--- src/rtl/eBike_pkg.sv ---
// eBike_pkg: shared definitions for the eBike telemetry path.
//   - packet delimiters and length
//   - sequencer state encoding
//   - tlm_byte(): packet byte select by index
package eBike_pkg;

  localparam logic [7:0] TLM_DELIM1  = 8'hAA;
  localparam logic [7:0] TLM_DELIM2  = 8'h55;
  localparam int         TLM_PKT_LEN = 8;

  typedef enum logic [1:0] {TLM_IDLE, TLM_LOAD, TLM_XMIT} tlm_state_t;

  // Byte 'idx' of a packet built from one 12-bit snapshot triple.
  // High bytes carry only the top nibble, so their upper nibble is always 0.
  function automatic logic [7:0] tlm_byte(input logic [2:0]  idx,
                                          input logic [11:0] batt,
                                          input logic [11:0] curr,
                                          input logic [11:0] torq);
    logic [7:0] b;
    case (idx)
      3'd0:    b = TLM_DELIM1;
      3'd1:    b = TLM_DELIM2;
      3'd2:    b = {4'h0, batt[11:8]};
      3'd3:    b = batt[7:0];
      3'd4:    b = {4'h0, curr[11:8]};
      3'd5:    b = curr[7:0];
      3'd6:    b = {4'h0, torq[11:8]};
      default: b = torq[7:0];
    endcase
    return b;
  endfunction

endpackage

--- src/rtl/UART_tx.sv ---
// UART_tx: 8N1 byte transmitter, LSB first.
//   clk, rst_n : clock, async active-low reset
//   trmt       : 1-clock pulse, loads tx_data and starts a frame
//   tx_data    : byte to send
//   TX         : registered serial output, idle high
//   tx_done    : 1-clock pulse during the last clock of the stop bit
module UART_tx #(
  parameter int BAUD_DIV = 2604
) (
  input  logic       clk,
  input  logic       rst_n,
  input  logic       trmt,
  input  logic [7:0] tx_data,
  output logic       TX,
  output logic       tx_done
);

  localparam int BW = $clog2(BAUD_DIV);

  logic [BW-1:0] baud_q, baud_d;
  logic [3:0]    bit_q, bit_d;   // 0 = start, 1..8 = data, 9 = stop
  logic [8:0]    sh_q, sh_d;     // bits still to go out: {stop, data}
  logic          busy_q, busy_d;
  logic          tx_q, tx_d;
  logic          bit_end;

  assign bit_end = busy_q && (baud_q == BW'(BAUD_DIV - 1));
  assign tx_done = bit_end && (bit_q == 4'd9);
  assign TX      = tx_q;

  always_comb begin
    baud_d = baud_q;
    bit_d  = bit_q;
    sh_d   = sh_q;
    busy_d = busy_q;
    tx_d   = tx_q;
    if (trmt) begin
      // start bit goes straight into the TX flop; the rest waits in sh
      busy_d = 1'b1;
      baud_d = '0;
      bit_d  = 4'd0;
      sh_d   = {1'b1, tx_data};
      tx_d   = 1'b0;
    end else if (busy_q) begin
      if (bit_end) begin
        baud_d = '0;
        if (bit_q == 4'd9) begin
          busy_d = 1'b0;
          tx_d   = 1'b1;
        end else begin
          tx_d  = sh_q[0];
          sh_d  = {1'b1, sh_q[8:1]};
          bit_d = bit_q + 4'd1;
        end
      end else begin
        baud_d = baud_q + BW'(1);
      end
    end
  end

  always_ff @(posedge clk or negedge rst_n) begin
    if (!rst_n) begin
      baud_q <= '0;
      bit_q  <= 4'd0;
      sh_q   <= '1;
      busy_q <= 1'b0;
      tx_q   <= 1'b1;
    end else begin
      baud_q <= baud_d;
      bit_q  <= bit_d;
      sh_q   <= sh_d;
      busy_q <= busy_d;
      tx_q   <= tx_d;
    end
  end

endmodule

--- src/rtl/telemetry.sv ---
// telemetry: periodic UART telemetry packet transmitter.
//   Every 2^PERIOD_W clocks snapshots batt_v/avg_curr/avg_torque and sends
//   AA 55 {0,b_hi} b_lo {0,c_hi} c_lo {0,t_hi} t_lo over 8N1 UART.
//   clk, rst_n                    : clock, async active-low reset
//   batt_v, avg_curr, avg_torque  : 12-bit telemetry inputs
//   TX                            : UART serial output, idle high
module telemetry
  import eBike_pkg::*;
#(
  parameter int PERIOD_W = 20,
  parameter int BAUD_DIV = 2604
) (
  input  logic        clk,
  input  logic        rst_n,
  input  logic [11:0] batt_v,
  input  logic [11:0] avg_curr,
  input  logic [11:0] avg_torque,
  output logic        TX
);

  logic [PERIOD_W-1:0] tmr_q, tmr_d;
  tlm_state_t          state_q, state_d;
  logic [2:0]          idx_q, idx_d;
  logic [11:0]         batt_q, batt_d, curr_q, curr_d, torq_q, torq_d;
  logic                trig, trmt, tx_done;
  logic [7:0]          tx_byte;

  assign trig    = &tmr_q;
  assign trmt    = (state_q == TLM_LOAD);
  assign tx_byte = tlm_byte(idx_q, batt_q, curr_q, torq_q);

  always_comb begin
    tmr_d   = tmr_q + PERIOD_W'(1);
    state_d = state_q;
    idx_d   = idx_q;
    batt_d  = batt_q;
    curr_d  = curr_q;
    torq_d  = torq_q;
    case (state_q)
      TLM_IDLE: if (trig) begin
        // all three captured together so a packet is self-consistent;
        // triggers outside IDLE are simply lost
        batt_d  = batt_v;
        curr_d  = avg_curr;
        torq_d  = avg_torque;
        state_d = TLM_LOAD;
      end
      TLM_LOAD: state_d = TLM_XMIT;
      TLM_XMIT: if (tx_done) begin
        if (idx_q == 3'(TLM_PKT_LEN - 1)) begin
          idx_d   = 3'd0;
          state_d = TLM_IDLE;
        end else begin
          idx_d   = idx_q + 3'd1;
          state_d = TLM_LOAD;
        end
      end
      default: state_d = TLM_IDLE;
    endcase
  end

  always_ff @(posedge clk or negedge rst_n) begin
    if (!rst_n) begin
      tmr_q   <= '0;
      state_q <= TLM_IDLE;
      idx_q   <= 3'd0;
      batt_q  <= '0;
      curr_q  <= '0;
      torq_q  <= '0;
    end else begin
      tmr_q   <= tmr_d;
      state_q <= state_d;
      idx_q   <= idx_d;
      batt_q  <= batt_d;
      curr_q  <= curr_d;
      torq_q  <= torq_d;
    end
  end

  UART_tx #(.BAUD_DIV(BAUD_DIV)) u_tx (
    .clk     (clk),
    .rst_n   (rst_n),
    .trmt    (trmt),
    .tx_data (tx_byte),
    .TX      (TX),
    .tx_done (tx_done)
  );

endmodule

--- config.mk ---
export PLATFORM = sky130hd
export DESIGN_NAME = telemetry
export DESIGN_NICKNAME = d
export VERILOG_FILES = /design/src/rtl/eBike_pkg.sv /design/src/rtl/UART_tx.sv /design/src/rtl/telemetry.sv
export SDC_FILE = /design/constraint.sdc
export NUM_CORES = 1
export LEC_CHECK = 0
export ABC_CLOCK_PERIOD_IN_PS = 2300
export BUFFER_PORTS_ARGS = -buffer_cell sky130_fd_sc_hd__buf_2
export CAP_MARGIN = 20
export CORE_UTILIZATION = 53
export DETAILED_ROUTE_END_ITERATION = 8
export PLACE_DENSITY = 0.75
export SLEW_MARGIN = 5
export SYNTH_ARGS = -nofsm -noshare
export SYNTH_HDL_FRONTEND = slang
export SYNTH_SLANG_ARGS = --single-unit
export TNS_END_PERCENT = 100
--- constraint.sdc ---
create_clock -name clk -period 2.3 [get_ports clk]
set_clock_uncertainty 0.1 [all_clocks]
set_input_delay 0.69 -clock clk [delete_from_list [all_inputs] [get_ports clk]]
set_output_delay 0.69 -clock clk [all_outputs]
set_load 0.03 [all_outputs]
# == After elaboration in Yosys (flattened, before gate mapping) ==
# Index checks and enable logic that the tools add are counted.
# word_totals
mem_bits_ro,0
latchBits,0
out_inout_bits,1
wordCells,66
regBits,88
ramBits,0
input_bits,38
memories,0
# classes
mul,0
n_div,0
n_reduce_logical,12
n_bitwise,0
n_eq_ne,14
magnitude_cmp,0
n_shift,0
n_addsub,4
mux,25
# ops
cell,count
$pmux 8 s7,1
$mux 12,3
$mux 9,4
$reduce_and 21->1,1
$add 20x1->20 const B,1
$reduce_and 20->1,1
$mux 4,4
$add 12x1->12 const B,1
$eq 12x12->1 const B,1
$eq 3x3->1 const B,4
$mux 1,9
$eq 3x2->1 const B,2
$ne 2x2->1 const B,3
$pmux 2 s3,1
$reduce_and 2->1,3
$add 4x1->4 const B,1
$eq 4x4->1 const B,1
$mux 2,2
$reduce_bool 2->1,2
$add 3x1->3 const B,1
$eq 3x1->1 const B,1
$logic_not 3->1,1
$mux 3,1
$reduce_and 3->1,1
other kinds (4),5

# == Longest topological paths before layout ==
# Gate-level depths: netlist of run 1.
# depth
word_depth,5
ltp_mapped,9
ltp_nobuf,6

# == By module ==
# Synthesis of run 1 repeated with hierarchy kept, for this count alone.
# hier_totals
cells_unflattened,351
area_unflattened_um2,4102.7
# by_module_without_submodules
mod,area_each_um2,seq_area_each_um2,cells_per_inst,n_inst
telemetry,2771.4,1526.5,223,1
UART_tx,1331.3,661.9,128,1

# == Worst setup path after synthesis of run 1 ==
# No wires, ideal clock.
# synth_path
kind,reg2reg
from,register idx_q[2]
to,register u_tx.sh_q[4]
synth_period_minus_slack_ns,2.292
slack_ns,0.008
t_required_ns,2.119
n_path_buf,3
setup_time_ns,0.081
t_arrival_ns,2.111
path_stages_with_launch,9
path_cell_list,dfrtp_1 -> clkbuf_1 -> inv_1 -> ha_1 -> clkbuf_1 -> or4_1 -> clkbuf_1 -> a311o_1 -> o211ai_1
# synth_between
elab_chain_len,3
word_cells_on_any_way,9
classes_between,eq/ne (6); mux (2); reduce/logical (1)
# synth_lines
item,line_no,rtl
start: declaration,telemetry.sv:23,"logic [2:0] idx_q, idx_d;"
start signal: assignment,telemetry.sv:73,idx_q <= idx_d;
"$eq 3x3->1, or another cell as far along",eBike_pkg.sv:20,case (idx)
$pmux 8 s7 (*),eBike_pkg.sv:20,
$mux 9 (*),UART_tx.sv:37,if (trmt) begin
end signal: assignment,UART_tx.sv:65,sh_q <= '1;
end signal: assignment,UART_tx.sv:71,sh_q <= sh_d;
end: declaration,UART_tx.sv:22,"logic [8:0] sh_q, sh_d;"
# Every way passes the cells marked *; elsewhere a longest branch is shown, timed or not.
# A chain may end at the register's enable or synchronous reset.

# == Worst setup path after layout of run 1 ==
# layout_path
from,register u_tx.baud_q[4]
to,register u_tx.bit_q[3]
# layout_between
elab_chain_len,4
# layout_lines
item,line_no,rtl
start: declaration,UART_tx.sv:20,"logic [BW-1:0] baud_q, baud_d;"
start signal: assignment,UART_tx.sv:69,baud_q <= baud_d;
$eq 12x12->1,UART_tx.sv:27,assign bit_end = busy_q && (baud_q == BW'(BAUD_DIV - 1));
$logic_and 1x1->1,UART_tx.sv:27,
$reduce_bool 2->1 (no source line),n/a,
$reduce_and 3->1 (no source line),n/a,
end signal: assignment,UART_tx.sv:70,bit_q <= bit_d;
end: declaration,UART_tx.sv:21,"logic [3:0] bit_q, bit_d;"
# Every way passes these cells.

==> results.py, run 1 <==
metrics = {
    "outcome": {
        "run_status": "complete, no violations",
    },
    "clocking": {
        "postCtsSetupBuffers": 0,
        "clock_latency_ns": 0.36,
        "clk_path_buf_depth": 2,
        "cts_buffers": 9,
        "cts.sink_count": 87,
        "cts_tree": "done",
        "clk_pin_slew_ns": 0.09,
        "htreeDepth": 3,
        "cts-root-buf": "clkbuf_8",
        "cts_hold_buf": 0,
    },
    "floorplan": {
        "die_w_um": 89.9,
        "dieArea_um2": 8080,
        "coreArea_um2": 7370,
        "ios": 39,
        "start_util_pct": 55.6,
        "rows": 31,
        "die_h_um": 89.9,
    },
    "setup_path": {
        "arrival_ns": 2.36,
        "cp.required_ns": 2.48,
        "start_kind": "register",
        "crit_end": "u_tx.bit_q[3]$_DFFE_PN0P_",
        "rr_worst_depth": 4,
        "rrSetupSlack_ns": 0.12,
        "critPathLaunch": "u_tx.baud_q[4]$_DFFE_PN0P_",
        "cpMaxStageDelayCell": "or4b_1",
        "critPathMaxStageDelay_ns": 0.57,
        "worstSetupEndpointType": "register",
        "crit_fanout": 13,
        "rr_startpoint": "u_tx.baud_q[4]$_DFFE_PN0P_",
        "worstSetupPathType": "register to register",
        "path_cells": "or4b_1, or3_4, or3_1, a21oi_1",
        "r2r-end": "u_tx.bit_q[3]$_DFFE_PN0P_",
    },
    "finish": {
        "layout.nets": 460,
        "final_cell_mix": "78 x dfrtp_1, 38 x mux2_2, 37 x buf_2",
        "ff_latch_area_um2": 2190,
        "nFillCells": 597,
        "drive_above_1_share_pct": 33.1,
        "multi_input_area_um2": 1800,
        "antennaDiodeCount": 0,
        "area_delta_synth_final_pct": 16.2,
        "mostFrequentLayoutCell": "dfrtp_1",
        "utilization_pct": 64.6,
    },
    "synthesis": {
        "synth.top_cell.area_share_pct": 47.7,
        "syn_inst": 355,
        "synth_edf_count": 0,
        "syn_area_um2": 4100,
        "synth-async-reset-ratio_pct": 100,
        "synth_warnings": 0,
        "ys_seq_elements": 87,
        "synth_top_cell_by_area": "dfrtp_1",
        "yosys.cell_types.count": 53,
        "synthTopCellsByArea": "dfrtp_1 48%, mux2_2 10%, dfstp_2 5.8%",
        "avgSynthCellArea_um2": 11.5,
        "syn_nets": 403,
        "synth_ff_type": "dfrtp_1",
        "seq_area_frac_synth_pct": 53.4,
    },
    "place": {
        "io_buffers": 38,
        "gp_congestion": 0.858,
        "dp_hpwl_mm": 5.83,
        "place_ws_ns": 0.00318,
    },
    "route": {
        "antenna_left": 0,
        "drt_iter0_drc": 128,
        "post_drt_wl_per_cell_um": 15.8,
        "vias": 2953,
        "firstDrtPassIters": 5,
        "wl_mm": 8.18,
        "drc": 0,
        "viasPerCell": 5.72,
    },
    "global_route": {
        "grt_use_total_pct": 22.2,
        "first_global_vias": 2972,
        "antenna_found_initial": 0,
        "grt_pass1_wl_mm": 14.1,
        "grt_start_max_net_pins": 47,
        "gr-total-overflow": 0,
    },
    "power_and_ir_drop": {
        "p_leak_nw": 2.12,
        "ir_drop_uv": 416,
        "p_per_area_nw_per_um2": 569,
    },
    "sta": {
        "timing.final.crit_period_ns": 2.18,
        "fin_ws_ns": 0.125,
        "drv_slew": 0,
        "finalSetupTns_ns": 0,
        "hold_viol_final": 0,
        "rsz0062_at_grt": "no",
        "timing.fmax_mhz": 460,
        "setup_violations": 0,
        "fin_crit_sh_pct": 94.6,
        "worst_pin_slew_ns": 0.446,
        "relSlewSlack_pct": 70.1,
    },
    "flow_run": {
        "timing.max_cap.violations": 0,
    },
    "min_path": {
        "hold_class": "input port to asynchronous set/reset pin",
    },
}
power breakdown:
| part | switching, mW | leakage (nW) | internal [mW] |
|---|---|---|---|
| registers | 0.0181 | 1.08 | 1.56 |
| logic | 0.0464 | 0.938 | 0.0522 |
| clock network | 0.530 | 0.0960 | 0.498 |
synthesized netlist by cell type (5+ instances only):
| cell type | instances |
|---|---|
| nor2_1 | 15 |
| xnor2_1 | 13 |
| xor2_1 | 11 |
| nor3_1 | 5 |
| nand3_1 | 18 |
| a21oi_1 | 8 |
| inv_1 | 7 |
| or3_1 | 8 |
| nand4_1 | 9 |
| mux2_2 | 38 |
| o211ai_1 | 9 |
| clkbuf_1 | 15 |
| dfrtp_1 | 78 |
| ha_1 | 10 |
| nand2_1 | 25 |
| dfstp_2 | 9 |
| o21ai_0 | 11 |
worst max-delay path, delay by kind of cell (launching register included):
kind,cells,cell delay (ns)
AO/OA/AOI/OAI,1,0.18
AND/OR/NAND/NOR,3,1.42
flip-flops,1,0.40
metal layers:
layer	vias to the layer above	track usage (%)	wire (µm)
met5	-	0	0
met4	0	8.47	131
met3	14	5.50	334
met2	62	33.9	3890
met1	1472	30.7	3820
li1	1405	-	-
repair_timing:
action,in CTS,in global routing
cloned,0,0
resized for setup,1,1
setup endpoints to repair,2,1
sequential cells by signal, summed over array words and instances, names as in the netlist:
register / cells
u_tx.baud_q: 12
curr_q: 12
u_tx.busy_q: 1
idx_q: 3
u_tx.bit_q: 4
torq_q: 12
batt_q: 12
u_tx.TX: 1
state_q: 2
u_tx.sh_q: 8
tmr_q: 20
how the worst min path moves through the flow:
stage / cells after the start / to
floorplan: 0 / batt_q[0]$_DFFE_PN0P_
global placement: 1 / tmr_q[17]$_DFF_PN0_
detailed placement: 1 / tmr_q[15]$_DFF_PN0_
CTS: 1 / u_tx.baud_q[3]$_DFFE_PN0P_
global route: 1 / u_tx.baud_q[3]$_DFFE_PN0P_
finish: 1 / u_tx.baud_q[3]$_DFFE_PN0P_
area by class of cell:
class | instances | share of cell area [%]
clock inverter | 6 | 1.29
timing repair buffer | 66 | 9.00
inverter | 7 | 0.552
multi-input combinational | 241 | 37.9
clock buffer | 10 | 2.68
sequential | 87 | 46.0
tap | 99 | 2.60
per-stage QoR:
stage	total power, mW	hold WS (ns)	instances	cell area [µm²]
2_1_floorplan	1.63	0.294	355	4100
3_3_place_gp	1.71	0.352	500	4560
3_5_place_dp	1.71	0.355	500	4560
4_1_cts	2.74	0.0706	516	4750
5_1_grt	2.81	0.0735	516	4760
6_report	2.71	0.0749	516	4760
kinds of logic (layout without fill, tap and decap cells):
family / count (synthesis) / after routing / share of synthesized area, %
and+or+nand+nor: 108 / 108 / 14.2
DFF: 87 / 87 / 53.4
AOI/OAI and AO/OA: 60 / 60 / 10.7
muxes: 39 / 39 / 10.7
buffers and inverters: 27 / 89 / 2.78
xor gates and xnor gates: 24 / 24 / 5.13
adders and majority gates: 10 / 10 / 3.06
Power figures use the tool's default switching activity.
==> inputs of run 2 (changes only) <==
ABC_CLOCK_PERIOD_IN_PS = 2400   (was 2300)
CORE_UTILIZATION = 59   (was 53)
PLACE_DENSITY = 0.79   (was 0.75)
SETUP_SLACK_MARGIN = 0.3   (was unset)
clock period = 2.4 ns   (was 2.3 ns; I/O delays follow)
==> results.py, run 2 (synthesis results as in run 1) <==
metrics = {
    "setup_path": {
        "worstSetupPathType": "register to register",
        "worstSetupEndpointType": "register",
        "critPathMaxStageDelay_ns": 0.46,
        "rr_worst_depth": 8,
        "start_kind": "register",
        "crit_fanout": 10,
        "rrSetupSlack_ns": 0.28,
        "cpMaxStageDelayCell": "dfrtp_2",
        "cpMostUsedCell": "buf_4",
        "r2r-end": "u_tx.sh_q[1]$_DFFE_PN1P_",
        "path_cells": "inv_1, ha_1, buf_4, nor4_4, buf_4, a221o_1, o221ai_1, o211ai_1",
        "arrival_ns": 2.30,
        "cp.required_ns": 2.57,
        "rr_startpoint": "idx_q[1]$_DFFE_PN0P_",
    },
    "finish": {
        "final_cell_mix": "76 x dfrtp_1, 38 x mux2_2, 37 x buf_2",
        "antennaDiodeCount": 0,
        "layout.nets": 464,
        "mostFrequentLayoutCell": "dfrtp_1",
        "nFillCells": 426,
        "largest_reg_flops": 20,
        "drive_above_1_share_pct": 38.0,
        "area_delta_synth_final_pct": 20.0,
        "regMostFlops": "tmr_q",
    },
    "power_and_ir_drop": {
        "p_comb_share_pct": 3.6,
        "ir_drop_uv": 509,
        "p_leak_nw": 2.16,
        "p_clk_share_pct": 40.4,
        "p_per_area_nw_per_um2": 549,
        "power_frac_seq_pct": 56.1,
        "switching_power_mw": 0.581,
        "swShare_pct": 21.5,
        "power.internal_mw": 2.12,
    },
    "sta": {
        "hold_viol_final": 0,
        "fin_crit_sh_pct": 88.4,
        "relSlewSlack_pct": 60.7,
        "finalSetupTns_ns": 0,
        "rsz0062_at_grt": "yes",
        "timing.fmax_mhz": 471,
        "worst_pin_slew_ns": 0.582,
        "whs_ns": 0.0969,
        "setup_violations": 0,
        "drv_slew": 0,
        "timing.final.crit_period_ns": 2.12,
    },
    "clocking": {
        "clock_latency_ns": 0.36,
        "cts.sink_count": 87,
        "cts_buffers": 9,
        "htreeDepth": 3,
        "cts_tree": "done",
        "clk_path_buf_depth": 2,
        "cts-root-buf": "clkbuf_8",
        "clk_pin_slew_ns": 0.09,
    },
    "floorplan": {
        "rows": 29,
        "ios": 39,
        "die_w_um": 85.3,
        "start_util_pct": 62.7,
        "die_h_um": 85.3,
        "dieArea_um2": 7280,
        "coreArea_um2": 6530,
    },
    "route": {
        "post_drt_wl_per_cell_um": 17.6,
        "firstDrtPassIters": 4,
        "antenna_left": 0,
        "viasPerCell": 6.03,
        "drc": 0,
        "drt_iter0_drc": 118,
        "vias": 3001,
        "wl_mm": 8.76,
    },
    "global_route": {
        "grt_pass1_wl_mm": 14.0,
        "grt_use_total_pct": 25.3,
        "first_global_vias": 2998,
        "antenna_found_initial": 0,
        "gr-total-overflow": 0,
        "grt_start_max_net_pins": 38,
    },
    "place": {
        "gp_congestion": 0.796,
        "dp_hpwl_mm": 5.67,
        "io_buffers": 38,
    },
    "min_path": {
        "hold_class": "input port to asynchronous set/reset pin",
    },
    "flow_run": {
        "timing.max_cap.violations": 0,
    },
    "outcome": {
        "run_status": "complete, no violations",
    },
}
run 2: cell types whose count changed in the layout (fill, tap and decap cells not counted), moves of 3 or more:
cell,before,now
buf_6,0,3
ha_4,0,4
clkbuf_8,9,12
ha_1,10,6
run 2: repair_timing:
action / CTS / global route
setup buffers: 5 / 5
pin swaps: 4 / 8
gates cloned: 1 / 0
setup endpoints to repair: 24 / 11
gates resized for setup: 8 / 23
hold buffers: 0 / 0
run 2: stage by stage:
stage                     util [%]  power (mW)  std cells  worst slack, ns  area [µm²]
after global placement        68.6        1.64        471            0.118        4480
after detailed placement      68.6        1.64        471           0.0459        4480
after floorplan                  -        1.57        355            0.310        4100
final                         75.2        2.70        498            0.277        4910
after global routing          75.2        2.78        498            0.215        4910
after CTS                     73.1        2.72        493            0.316        4770
run 2: how the worst max path moves through the flow:
stage	from	endpoint	depth (start not counted)
global route	idx_q[1]$_DFFE_PN0P_	u_tx.sh_q[1]$_DFFE_PN1P_	8
finish	idx_q[1]$_DFFE_PN0P_	u_tx.sh_q[1]$_DFFE_PN1P_	8
floorplan	u_tx.baud_q[4]$_DFFE_PN0P_	u_tx.bit_q[3]$_DFFE_PN0P_	5
detailed placement	u_tx.baud_q[4]$_DFFE_PN0P_	u_tx.sh_q[2]$_DFFE_PN1P_	4
global placement	u_tx.baud_q[4]$_DFFE_PN0P_	u_tx.sh_q[2]$_DFFE_PN1P_	4
CTS	idx_q[0]$_DFFE_PN0P_	u_tx.sh_q[1]$_DFFE_PN1P_	8
run 2: power groups by stage:
stage	combinational (mW)	clock, mW	sequential, mW
floorplan	0.0299	0	1.54
global placement	0.0954	0	1.54
detailed placement	0.0983	0	1.54
CTS	0.0983	1.11	1.51
global route	0.109	1.16	1.52
finish	0.0958	1.09	1.51
run 2: routing by layer:
metal	wire, µm	GRT usage, %
met4	165	13.0
met1	4030	34.7
met5	0	0
met2	4250	38.3
met3	313	5.25
run 2: layout make-up:
class	count	area, µm²	share of cell area, %
flip-flops and latches	87	2190	44.6
multi-input cells	242	1920	39.1
well taps	77	96.3	1.96
repair buffers	69	462	9.39
inverters	7	26.3	0.535
clock inverters	4	52.6	1.07
clock buffers	12	165	3.36
run 2: worst max-delay path: cells and delay by family, from the launching register on:
family	cells	cell delay, ns
buffers and inverters	3	0.47
AND/OR/NAND/NOR	1	0.07
adder cells (fa/ha/maj)	1	0.21
flip-flops	1	0.46
AO/OA/AOI/OAI	3	0.74
